===== src/rtl/seq_alu_pkg.sv =====
// Shared op-codes and FSM state encoding for the sequential ALU.
package seq_alu_pkg;

    localparam logic [3:0] OP_AND  = 4'b0000;
    localparam logic [3:0] OP_OR   = 4'b0001;
    localparam logic [3:0] OP_NOTA = 4'b0010;
    localparam logic [3:0] OP_NOR  = 4'b0011;
    localparam logic [3:0] OP_XOR  = 4'b0100;
    localparam logic [3:0] OP_NAND = 4'b0101;
    localparam logic [3:0] OP_ADD  = 4'b0110;
    localparam logic [3:0] OP_SUB  = 4'b0111;
    localparam logic [3:0] OP_MUL  = 4'b1000;

    typedef enum logic [1:0] {
        IDLE = 2'd0,
        BUSY = 2'd1,
        DONE = 2'd2
    } state_t;

endpackage


===== src/rtl/seq_alu_mul.sv =====
// Iterative shift-add multiplier: one partial product per cycle, done after WIDTH steps.
module seq_alu_mul #(
    parameter int WIDTH = 32
) (
    input  logic               clk,
    input  logic               rst_n,
    input  logic               start,
    input  logic [WIDTH-1:0]   a,
    input  logic [WIDTH-1:0]   b,
    output logic               done,
    output logic [2*WIDTH-1:0] prod
);

    localparam int CW = $clog2(WIDTH + 1);

    logic [2*WIDTH-1:0] mcand_q, mcand_d;
    logic [2*WIDTH-1:0] acc_q, acc_d;
    logic [WIDTH-1:0]   mplier_q, mplier_d;
    logic [CW-1:0]      cnt_q, cnt_d;
    logic               busy_q, busy_d;
    logic               done_q, done_d;

    always_comb begin
        mcand_d  = mcand_q;
        acc_d    = acc_q;
        mplier_d = mplier_q;
        cnt_d    = cnt_q;
        busy_d   = busy_q;
        done_d   = done_q;
        if (start) begin
            mcand_d  = {{WIDTH{1'b0}}, a};
            mplier_d = b;
            acc_d    = '0;
            cnt_d    = '0;
            busy_d   = 1'b1;
            done_d   = 1'b0;
        end else if (busy_q) begin
            if (mplier_q[0]) begin
                acc_d = acc_q + mcand_q;
            end
            mcand_d  = mcand_q << 1;
            mplier_d = mplier_q >> 1;
            cnt_d    = cnt_q + CW'(1);
            if (cnt_q == CW'(WIDTH - 1)) begin
                busy_d = 1'b0;
                done_d = 1'b1;
            end
        end
    end

    always_ff @(posedge clk or negedge rst_n) begin
        if (!rst_n) begin
            mcand_q  <= '0;
            acc_q    <= '0;
            mplier_q <= '0;
            cnt_q    <= '0;
            busy_q   <= 1'b0;
            done_q   <= 1'b0;
        end else begin
            mcand_q  <= mcand_d;
            acc_q    <= acc_d;
            mplier_q <= mplier_d;
            cnt_q    <= cnt_d;
            busy_q   <= busy_d;
            done_q   <= done_d;
        end
    end

    assign done = done_q;
    assign prod = acc_q;

endmodule


===== src/rtl/seq_alu.sv =====
// Registered ALU with valid/ready on both sides; the iterative multiply is built
// only when SEQ_ALU_MUL_EN is defined, otherwise op 1000 behaves as an illegal op.
module seq_alu
    import seq_alu_pkg::*;
#(
    parameter int WIDTH = 32
) (
    input  logic             clk,
    input  logic             rst_n,
    input  logic             in_valid,
    output logic             in_ready,
    input  logic [WIDTH-1:0] A,
    input  logic [WIDTH-1:0] B,
    input  logic [3:0]       sel,
    input  logic             Cin,
    output logic             out_valid,
    input  logic             out_ready,
    output logic [WIDTH-1:0] Y,
    output logic             Cout,
    output logic             Negative,
    output logic             Zero,
    output logic             Overflow
);

    // Handshake: an op is taken when in_valid & in_ready (IDLE only); the result is
    // handed off when out_valid & out_ready (DONE only), so both never coincide.
    state_t           state_q, state_d;
    logic [WIDTH-1:0] y_q, y_d;
    logic             cout_q, cout_d;
    logic             ovf_q, ovf_d;

    logic [WIDTH-1:0] alu_y;
    logic             alu_cout, alu_ovf;
    logic             is_sub, take_mul;
    logic [WIDTH-1:0] add_b;
    logic [WIDTH:0]   sum;

    assign is_sub = (sel == OP_SUB);
    assign add_b  = is_sub ? ~B : B;
    assign sum    = {1'b0, A} + {1'b0, add_b} + {{WIDTH{1'b0}}, is_sub | Cin};

    always_comb begin
        alu_y    = '0;
        alu_cout = 1'b0;
        alu_ovf  = 1'b0;
        case (sel)
            OP_AND:  alu_y = A & B;
            OP_OR:   alu_y = A | B;
            OP_NOTA: alu_y = ~A;
            OP_NOR:  alu_y = ~(A | B);
            OP_XOR:  alu_y = A ^ B;
            OP_NAND: alu_y = ~(A & B);
            OP_ADD, OP_SUB: begin
                alu_y    = sum[WIDTH-1:0];
                alu_cout = sum[WIDTH];
                // Same-sign operands producing a different-sign result is signed overflow.
                alu_ovf  = (A[WIDTH-1] == add_b[WIDTH-1]) && (sum[WIDTH-1] != A[WIDTH-1]);
            end
            default: alu_y = '0;
        endcase
    end

`ifdef SEQ_ALU_MUL_EN
    logic               mul_start, mul_done;
    logic [2*WIDTH-1:0] mul_prod;

    assign take_mul  = (sel == OP_MUL);
    assign mul_start = in_valid & in_ready & take_mul;

    seq_alu_mul #(.WIDTH(WIDTH)) u_mul (
        .clk   (clk),
        .rst_n (rst_n),
        .start (mul_start),
        .a     (A),
        .b     (B),
        .done  (mul_done),
        .prod  (mul_prod)
    );
`else
    assign take_mul = 1'b0;
`endif

    always_comb begin
        state_d = state_q;
        y_d     = y_q;
        cout_d  = cout_q;
        ovf_d   = ovf_q;
        case (state_q)
            IDLE: begin
                if (in_valid) begin
                    if (take_mul) begin
                        state_d = BUSY;
                    end else begin
                        state_d = DONE;
                        y_d     = alu_y;
                        cout_d  = alu_cout;
                        ovf_d   = alu_ovf;
                    end
                end
            end
            BUSY: begin
`ifdef SEQ_ALU_MUL_EN
                if (mul_done) begin
                    state_d = DONE;
                    y_d     = mul_prod[WIDTH-1:0];
                    cout_d  = 1'b0;
                    ovf_d   = |mul_prod[2*WIDTH-1:WIDTH];
                end
`else
                state_d = IDLE;
`endif
            end
            DONE: begin
                if (out_ready) begin
                    state_d = IDLE;
                end
            end
            default: state_d = IDLE;
        endcase
    end

    always_ff @(posedge clk or negedge rst_n) begin
        if (!rst_n) begin
            state_q <= IDLE;
            y_q     <= '0;
            cout_q  <= 1'b0;
            ovf_q   <= 1'b0;
        end else begin
            state_q <= state_d;
            y_q     <= y_d;
            cout_q  <= cout_d;
            ovf_q   <= ovf_d;
        end
    end

    assign in_ready  = (state_q == IDLE);
    assign out_valid = (state_q == DONE);
    assign Y         = y_q;
    assign Cout      = cout_q;
    assign Overflow  = ovf_q;
    assign Negative  = y_q[WIDTH-1];
    assign Zero      = (y_q == '0);

endmodule


===== config.mk =====
export PLATFORM = sky130hd
export DESIGN_NAME = seq_alu
export DESIGN_NICKNAME = d
export VERILOG_FILES = /design/src/rtl/seq_alu_pkg.sv /design/src/rtl/seq_alu_mul.sv /design/src/rtl/seq_alu.sv
export SDC_FILE = /design/constraint.sdc
export NUM_CORES = 1
export LEC_CHECK = 0
export ABC_AREA = 1
export BUFFER_PORTS_ARGS = -buffer_cell sky130_fd_sc_hd__buf_4
export CAP_MARGIN = 20
export CORE_ASPECT_RATIO = 0.6
export CORE_MARGIN = 5
export CORE_UTILIZATION = 50
export DETAILED_ROUTE_END_ITERATION = 10
export MAX_ROUTING_LAYER = met4
export PLACE_DENSITY = 0.72
export SLEW_MARGIN = 5
export SYNTH_ARGS = -nofsm -noshare
export SYNTH_HDL_FRONTEND = slang
export SYNTH_SLANG_ARGS = --single-unit
export TNS_END_PERCENT = 10

===== constraint.sdc =====
create_clock -name clk -period 1.9 [get_ports clk]
set_input_delay 0.38 -clock clk [delete_from_list [all_inputs] [get_ports clk]]
set_output_delay 0.38 -clock clk [all_outputs]
set_load 0.02 [all_outputs]

## After elaboration in Yosys (flattened, before gate mapping)

Index checks and enable logic that the tools add are counted.
W data, S select, Z words.

- Reductions and logical operators: 7
- Add/subtract/negate cells: 2
- Mux-type cells: 7
- Bitwise operators: 8
- Eq/ne operators: 12

Operator list:

| operator | count |
|---|---|
| $pmux W32 S7 | 1 |
| $not A32 Y32 | 4 |
| $add A32 B32 Y33 | 1 |
| $add A33 B1 Y33 | 1 |
| $and A32 B32 Y32 | 1 |
| $logic_not A32 Y1 | 1 |
| $mux W32 | 1 |
| $or A32 B32 Y32 | 1 |
| $xor A32 B32 Y32 | 1 |
| $eq A4 B3 Y1 const B | 4 |
| $eq A4 B2 Y1 const B | 2 |
| $eq A4 B1 Y1 const B | 1 |
| $logic_not A4 Y1 | 1 |
| $mux W2 | 2 |
| $pmux W2 S2 | 1 |
| $reduce_and A2 Y1 | 2 |
| $eq A2 B2 Y1 const B | 1 |
| $logic_not A2 Y1 | 1 |
| $mux W1 | 2 |
| $ne A2 B1 Y1 const B | 1 |
| $ne A2 B2 Y1 const B | 1 |
| $reduce_or A2 Y1 | 1 |
| $eq A1 B1 Y1 | 1 |
| $logic_and A1 B1 Y1 | 1 |
| 2 further kinds | 2 |

- Output and inout bits: 38
- Register bits: 36
- Word-level logic and storage cells: 40

## Longest topological paths before layout

Gate-level depths: netlist of the first run.

- Depth after elaboration: 7
- Mapped depth: 21
- Gate-level depth less buffers: 20

## Worst setup path after synthesis of the first run

Ideal clock, no wire load.

- Path type: input-to-reg
- Start: input sel[3]
- End: register y_q[16], in the netlist Y[16]
- Arrival time: 2.641 ns
- Stages: 19
- Required time: 1.783 ns
- Setup time: 0.117 ns
- Path slack: -0.858 ns
- Buffers on the path: 1
- Path through: inv_1 -> nand2_1 -> nor2_4 -> buf_4 -> xor2_1 -> fa_1 -> inv_1 -> fa_1 -> nand3_1 -> nand3_1 -> nand2_1 -> nand2_1 -> nand2_1 -> nand2_1 -> or2_1 -> nand3_1 -> nand2_1 -> nand2_1 -> nand2_1

- Longest elaborated chain between the ends: 5

RTL lines:

| element | RTL line | text |
|---|---|---|
| start: declaration | seq_alu.sv:14 | `input logic [3:0] sel,` |
| $eq A4 B3 Y1 | seq_alu.sv:38, seq_alu.sv:46 |  |
| $mux W32 | seq_alu.sv:39 | `assign add_b = is_sub ? ~B : B;` |
| $add A32 B32 Y33 | seq_alu.sv:40 | `assign sum = {1'b0, A} + {1'b0, add_b} + {{WIDTH{1'b0}}, is_sub \| Cin};` |
| $add A33 B1 Y33 | seq_alu.sv:40 |  |
| $pmux W32 S7 (*) | seq_alu.sv:46 | `case (sel)` |
| end signal: assignment | seq_alu.sv:130 | `y_q <= y_d;` |
| end: declaration | seq_alu.sv:28 | `logic [WIDTH-1:0] y_q, y_d;` |

Mark *: on every way between the ends. The rest lies on a longest branch, timed or not.
A chain may end at the register's enable or synchronous reset.

## Final worst setup path of the first run

- Start: input sel[3]
- End: register y_q[2], in the netlist Y[2]

Same word-level chain as after synthesis.

==> out/results.txt, run 1 <==
Antenna Nets Post-Route: 0
most common cell after layout, fill and taps aside: nand2_1
TritonCTS clock tree: yes
Die Wd: 160 um
HP Class: input pin to async pin
clock skew: 0.00315 ns
via count: 8392
Layout area overhead: 49.0%
number of global-route vias before repair: 7794
final critical-path required period: 2.61 ns
clk buf depth: 2
gr usage total: 32.4%
first-pass GRT wire length: 40500 um
Mapped Avg Cell Area: 5.89 um2
count of cell types in the netlist: 43
Synth Instances: 1142
Worst-Skew Late Latency: 0.28 ns
DRT iter0 DRCs: 846
Die Span Y: 99.8 um
nets: 1602
WL/cell: 16.1 um
gpl congestion: 1.03
status: finished, violations left
CTS HTree Levels: 2
Final Cell Area: 0.0100 mm2
Static Leak: 0.00580 uW
initial antenna violation count: 0
Initial Util: 51.7%
Pins Over Slew Limit: 0
final worst slack: -0.706 ns
post-synthesis sequential area ratio: 13.0%
TritonRoute pass-1 iters: 5
max-cap violations: 0
TNS Setup: -18.86 ns
I/O pin count: 111
Startpoint Class: input pin
post-synthesis net count: 1312
layout cells sized above 1: 33.3%
Worst Path Max Fanout: 4
ANT cells: 0
Final Hold Fails: 0
arrival time at the worst endpoint: 2.77 ns
non-filler cells, final: 1603
Clock Pin Slew Worst Setup and Hold Paths: 0.05 ns
placement row count: 32
failing checks: setup timing
Yosys Warn Count: 0
critical path class: input pin to flop
WP data required: 2.07 ns
CORE AREA: 0.0130 mm2
Root Buffer: clkbuf_16
placed cell area: 0.00909 mm2
Post-Syn Area: 0.00672 mm2
Cell Pwr Density: 502 mW/mm2
VDD IR max: 375 uV
largest net degree at the start of global routing: 38
RSZ-0062 raised after global routing: true
Slew headroom: 33.1%
CP endpoint kind: flop
synthesized flop and latch total: 35
final critical-path share of the clock period: 137%
placed cells: 1573
Post-synth EDFFs: 0
die area: 0.0159 mm2
Post-DP HPWL: 21000 um
DRC Markers: 0
cts bufs inserted: 5
Fmax achieved: 384 MHz
most frequent cells in the layout: 374 x nand2_1, 297 x buf_4, 203 x inv_1
fraction of registers with async set/reset: 100%
Routed Wire Length: 25800 um
grt total ovfl: 0
clk sinks: 35
hold_ws: 0.0438 ns
actual slew at the worst max-slew pin: 1.00 ns
main flop type after synthesis: dfrtp_1
PortBufs: 110
vias per cell: 5.24
final setup violating endpoints: 34
[cell usage after synthesis (3+ instances only)]
cell type | n | area share, %
a211oi_1 | 4 | 0.45
a211oi_2 | 4 | 0.74
a21oi_1 | 26 | 1.9
a221oi_2 | 3 | 0.67
buf_2 | 10 | 0.74
buf_4 | 10 | 1.1
buf_6 | 4 | 0.67
clkbuf_1 | 7 | 0.39
dfrtp_1 | 35 | 13
ha_1 | 95 | 18
inv_1 | 207 | 12
inv_2 | 8 | 0.45
nand2_1 | 420 | 23
nand2_2 | 10 | 0.93
nand3_1 | 60 | 4.5
nand3b_1 | 3 | 0.33
nand4_1 | 7 | 0.65
nor2_1 | 57 | 3.2
nor2_4 | 4 | 0.67
nor3_1 | 18 | 1.3
nor4_1 | 11 | 1.0
o211ai_1 | 5 | 0.56
o21ai_0 | 30 | 2.2
o21ai_1 | 29 | 2.2
o221ai_1 | 11 | 1.4
o22ai_1 | 5 | 0.47
or2_2 | 5 | 0.47
xnor2_1 | 4 | 0.52
xor2_1 | 33 | 4.3
[registers in the layout, indices dropped and copies added (netlist names)]
name and flops:
Cout 1, Overflow 1, state_q 1, Y 32
[kinds of logic after synthesis]
kind of cell | synth area share (%)
and+or+nand+nor | 37.5
xor gates and xnor gates | 4.82
buffers and inverters | 15.0
DFF | 13.0
adders and majority gates | 18.3
AOI/OAI and AO/OA | 11.4
[worst paths after layout]
| check | startpoint | end | slack [ns] | depth (start not counted) |
|---|---|---|---|---|
| min in group clk | out_ready | state_q[1] | 0.30 | 2 |
| max in group asynchronous | rst_n | Y[21] | 1.55 | 1 |
| setup / recovery | sel[3] | Y[2] | -0.71 | 16 |
| setup reg to reg | state_q[1] | Y[4] | 0.21 | 5 |
| hold / removal | rst_n | Y[9] | 0.04 | 1 |
| hold reg to reg | Cout | Cout | 0.49 | 2 |
[critical path: stages]
cell and delay (ns):
buf_12 0.11, inv_16 0.05, nand2_8 0.04, nor2_4 0.13
buf_6 0.17, xor2_4 0.17, fa_2 0.22, inv_2 0.04
fa_2 0.42, or2_4 0.27, nand3_1 0.07, o21ai_1 0.07
a211oi_1 0.18, o211ai_1 0.26, nand2_1 0.13, nand2_1 0.06
[through the flow]
step	utilization, %	worst slack [ns]	power [uW]
2_1_floorplan	-	-0.641	2450
3_3_place_gp	69.9	-0.946	3680
3_5_place_dp	69.9	-1.00	3730
4_1_cts	74.4	-0.582	4840
5_1_grt	77.0	-0.787	5360
6_report	77.0	-0.706	5020
[final cells by class]
cell class,count,area (um2)
clock buffers,6,139
clock inverters,2,35.0
fillers,1070,3000
inverters,215,823
multi-input cells,860,5380
flip-flops and latches,35,876
well taps,170,213
repair buffers,315,2550
[per-layer routing]
| layer | share of wire [%] | vias to the layer above | GRT usage [%] |
|---|---|---|---|
| met2 | 38 | 420 | 43.3 |
| met1 | 48 | 3795 | 48.9 |
| met5 | 0 | - | - |
| li1 | - | 4149 | - |
| met4 | 1.4 | 0 | 5.60 |
| met3 | 13 | 28 | 8.49 |
[power by group]
part	leakage, uW	internal [uW]	switching, uW
logic	0.00526	1340	1720
registers	0.000459	890	131
clock network	0.0000868	651	292
[repair_timing]
item                       in CTS  in global routing
buffers inserted               17                  4
hold buffers                    0                  0
resized for setup              68                 65
pin swaps                      35                 29
setup endpoints to repair      34                 34
cloned                          1                  1
(Power assumes the default switching activity.)
==> run 2, diff against run 1 <==
- clock period: 1.9 -> 2.8 ns (I/O delays scaled with it)
==> run 2 against run 1 <==
Against the previous run: critical path depth did not move; critical path type unchanged; clock skew up 0.0028 ns; largest cell class unchanged; cell area down 16%; sequential cell count unchanged; first-iteration DRC count shrank 11%; sequential share of layout area grew 1.6 points; clock power down 43%; the run now ends clean; power shrank 41%; count of clock-buffer cells in the layout unchanged.
==> out/results.txt, run 2 (synthesis gave the netlist of run 1 again) <==
number of global-route vias before repair: 6920 (-11%)
Final Util: 64.9% (-12 points)
Slew headroom: 33.3% (+0.17 points)
gr usage total: 28.8% (-3.6 points)
Worst R2R Setup Slack: 1.16 ns (+0.95 ns)
actual slew at the worst max-slew pin: 1.00 ns (-0.00258 ns)
Die Wd: 160 um (unchanged)
TritonCTS clock tree: yes
vias per cell: 5.32 (+1.5%)
die area: 0.0159 mm2 (unchanged)
placed cell area: 0.00806 mm2 (-11%)
placement row count: 32 (unchanged)
arrival time at the worst endpoint: 2.86 ns (+0.09 ns)
Largest register FFs: 32 (unchanged)
placed cells: 1451 (-7.8%)
most frequent cells in the layout: 410 x nand2_1, 205 x inv_1, 174 x buf_4
VDD IR max: 242 uV (-35%)
final critical-path share of the clock period: 96.4%
worst setup path end: Y[4]
initial antenna violation count: 1 (+1)
grt total ovfl: 0 (unchanged)
most common cell after layout, fill and taps aside: nand2_1
DRT iter0 DRCs: 753 (-11%)
Post-CTS Hold Buffers: 0 (unchanged)
Initial Util: 51.7% (unchanged)
Routed Wire Length: 23300 um (-9.6%)
Worst Path Max Fanout: 6 (+2)
worst r2r src: state_q[1]
non-filler cells, final: 1468 (-8.4%)
final setup violating endpoints: 0 (-100%)
hold_ws: 0.237 ns (+0.193 ns)
Cell Pwr Density: 353 mW/mm2 (-30%)
clk buf depth: 2 (unchanged)
critical path class: input pin to flop
cts bufs inserted: 5 (unchanged)
Post-DP HPWL: 18800 um (-10%)
gpl congestion: 1.09 (+5.2%)
Register Area: 876 um2 (unchanged)
status: complete, no violations
WP data required: 2.96 ns (+0.89 ns)
layout cells sized above 1: 19.7% (-14 points)
RSZ-0062 raised after global routing: true
RR Endpoint: Y[2]
via count: 7803 (-7.0%)
Pins Over Slew Limit: 0 (unchanged)
clk sinks: 35 (unchanged)
I/O pin count: 111 (unchanged)
Final Hold Fails: 0 (unchanged)
largest net degree at the start of global routing: 38 (unchanged)
Startpoint Class: input pin
Fill cells: 1300 (+21%)
Final Cell Area: 0.00844 mm2 (-16%)
Worst-Skew Late Latency: 0.28 ns (about the same)
area of the multi-input gates: 0.00497 mm2 (-7.6%)
WL/cell: 15.9 um (-1.3%)
Antenna Nets Post-Route: 0 (unchanged)
Die Span Y: 99.8 um (unchanged)
TritonRoute pass-1 iters: 5 (unchanged)
Fmax achieved: 370 MHz
Root Buffer: clkbuf_16
DRC Markers: 0 (unchanged)
nets: 1467 (-8.4%)
first-pass GRT wire length: 36300 um (-10%)
HP Class: input pin to async pin
PortBufs: 110 (unchanged)
clock skew: 0.00593 ns (+0.00278 ns)
Worst Reg-to-Reg Cells: 5 (unchanged)
Clock Pin Slew Worst Setup and Hold Paths: 0.05 ns (about the same)
CORE AREA: 0.0130 mm2 (unchanged)
Layout area overhead: 25.6%
max-cap violations: 0 (unchanged)
CTS HTree Levels: 2 (unchanged)
crit path launch: sel[3]
Static Leak: 0.00505 uW (-13%)
final critical-path required period: 2.70 ns
CP endpoint kind: flop
[run 2: cell types whose count changed in the layout (fill, tap and decap cells not counted), moves of 7 or more]
cell,change
nand2_1,+36
buf_4,-123
nand2_2,-32
a21oi_1,+10
nor2_2,-9
a21oi_2,-9
nor2_1,+11
xor2_1,+9
nand3_2,-7
buf_12,-7
xor2_2,-8
nand3_1,+8
[run 2: layer usage]
metal	global-route usage (%)	part of all wire, %
met1	45.6	52
met2	34.8	35
met3	9.15	13
met4	3.80	0.74
met5	-	0
[run 2: layout make-up]
type	instances	area share [%]
diodes	1	0.0296
repair buffers	180	16.9
clock inverters	1	0.0593
multi-input cells	860	58.9
well taps	170	2.52
clock buffers	6	1.64
flip-flops and latches	35	10.4
inverters	215	9.59
[run 2: critical path, cell delays in order]
cell and delay, ns:
buf_6 0.10, inv_4 0.05, nand2_4 0.05, nor2_4 0.09, buf_12 0.15, xor2_4 0.16
fa_2 0.23, inv_2 0.05, fa_2 0.44, nand3_2 0.12, nand3_4 0.11, or2_2 0.29
nand3_1 0.09, o2111ai_2 0.13, o21ai_2 0.18, nand2_1 0.07
[run 2: timing repair]
action,CTS,global route
gates resized for setup,0,34
buffers inserted,0,7
endpoints found under the setup margin,0,29
[run 2: worst min-delay path by stage]
| stage | startpoint | end | slack (ns) | cells after the start |
|---|---|---|---|---|
| 3_3_place_gp | Cout | Cout | 0.47 | 2 |
| 6_report | rst_n | Y[4] | 0.24 | 1 |
| 3_5_place_dp | Cout | Cout | 0.48 | 2 |
| 2_1_floorplan | rst_n | Cout | 0.26 | 0 |
| 5_1_grt | rst_n | Y[10] | 0.27 | 1 |
| 4_1_cts | rst_n | Y[4] | 0.25 | 1 |
[run 2: power breakdown]
group / total (uW) / switching [uW] / internal [uW]
Sequential: 691 / 87.3 / 604
Clock: 541 / 194 / 347
Combinational: 1750 / 1050 / 702
[run 2: per-stage QoR]
step	power [uW]	setup TNS, ns	worst slack, ns
after CTS	2890	0	0.0757
after global placement	2320	-2.15	-0.182
after global routing	3200	-0.119	-0.0422
after floorplan	1650	0	0.0195
after detailed placement	2350	-2.70	-0.183
final	2980	0	0.0998
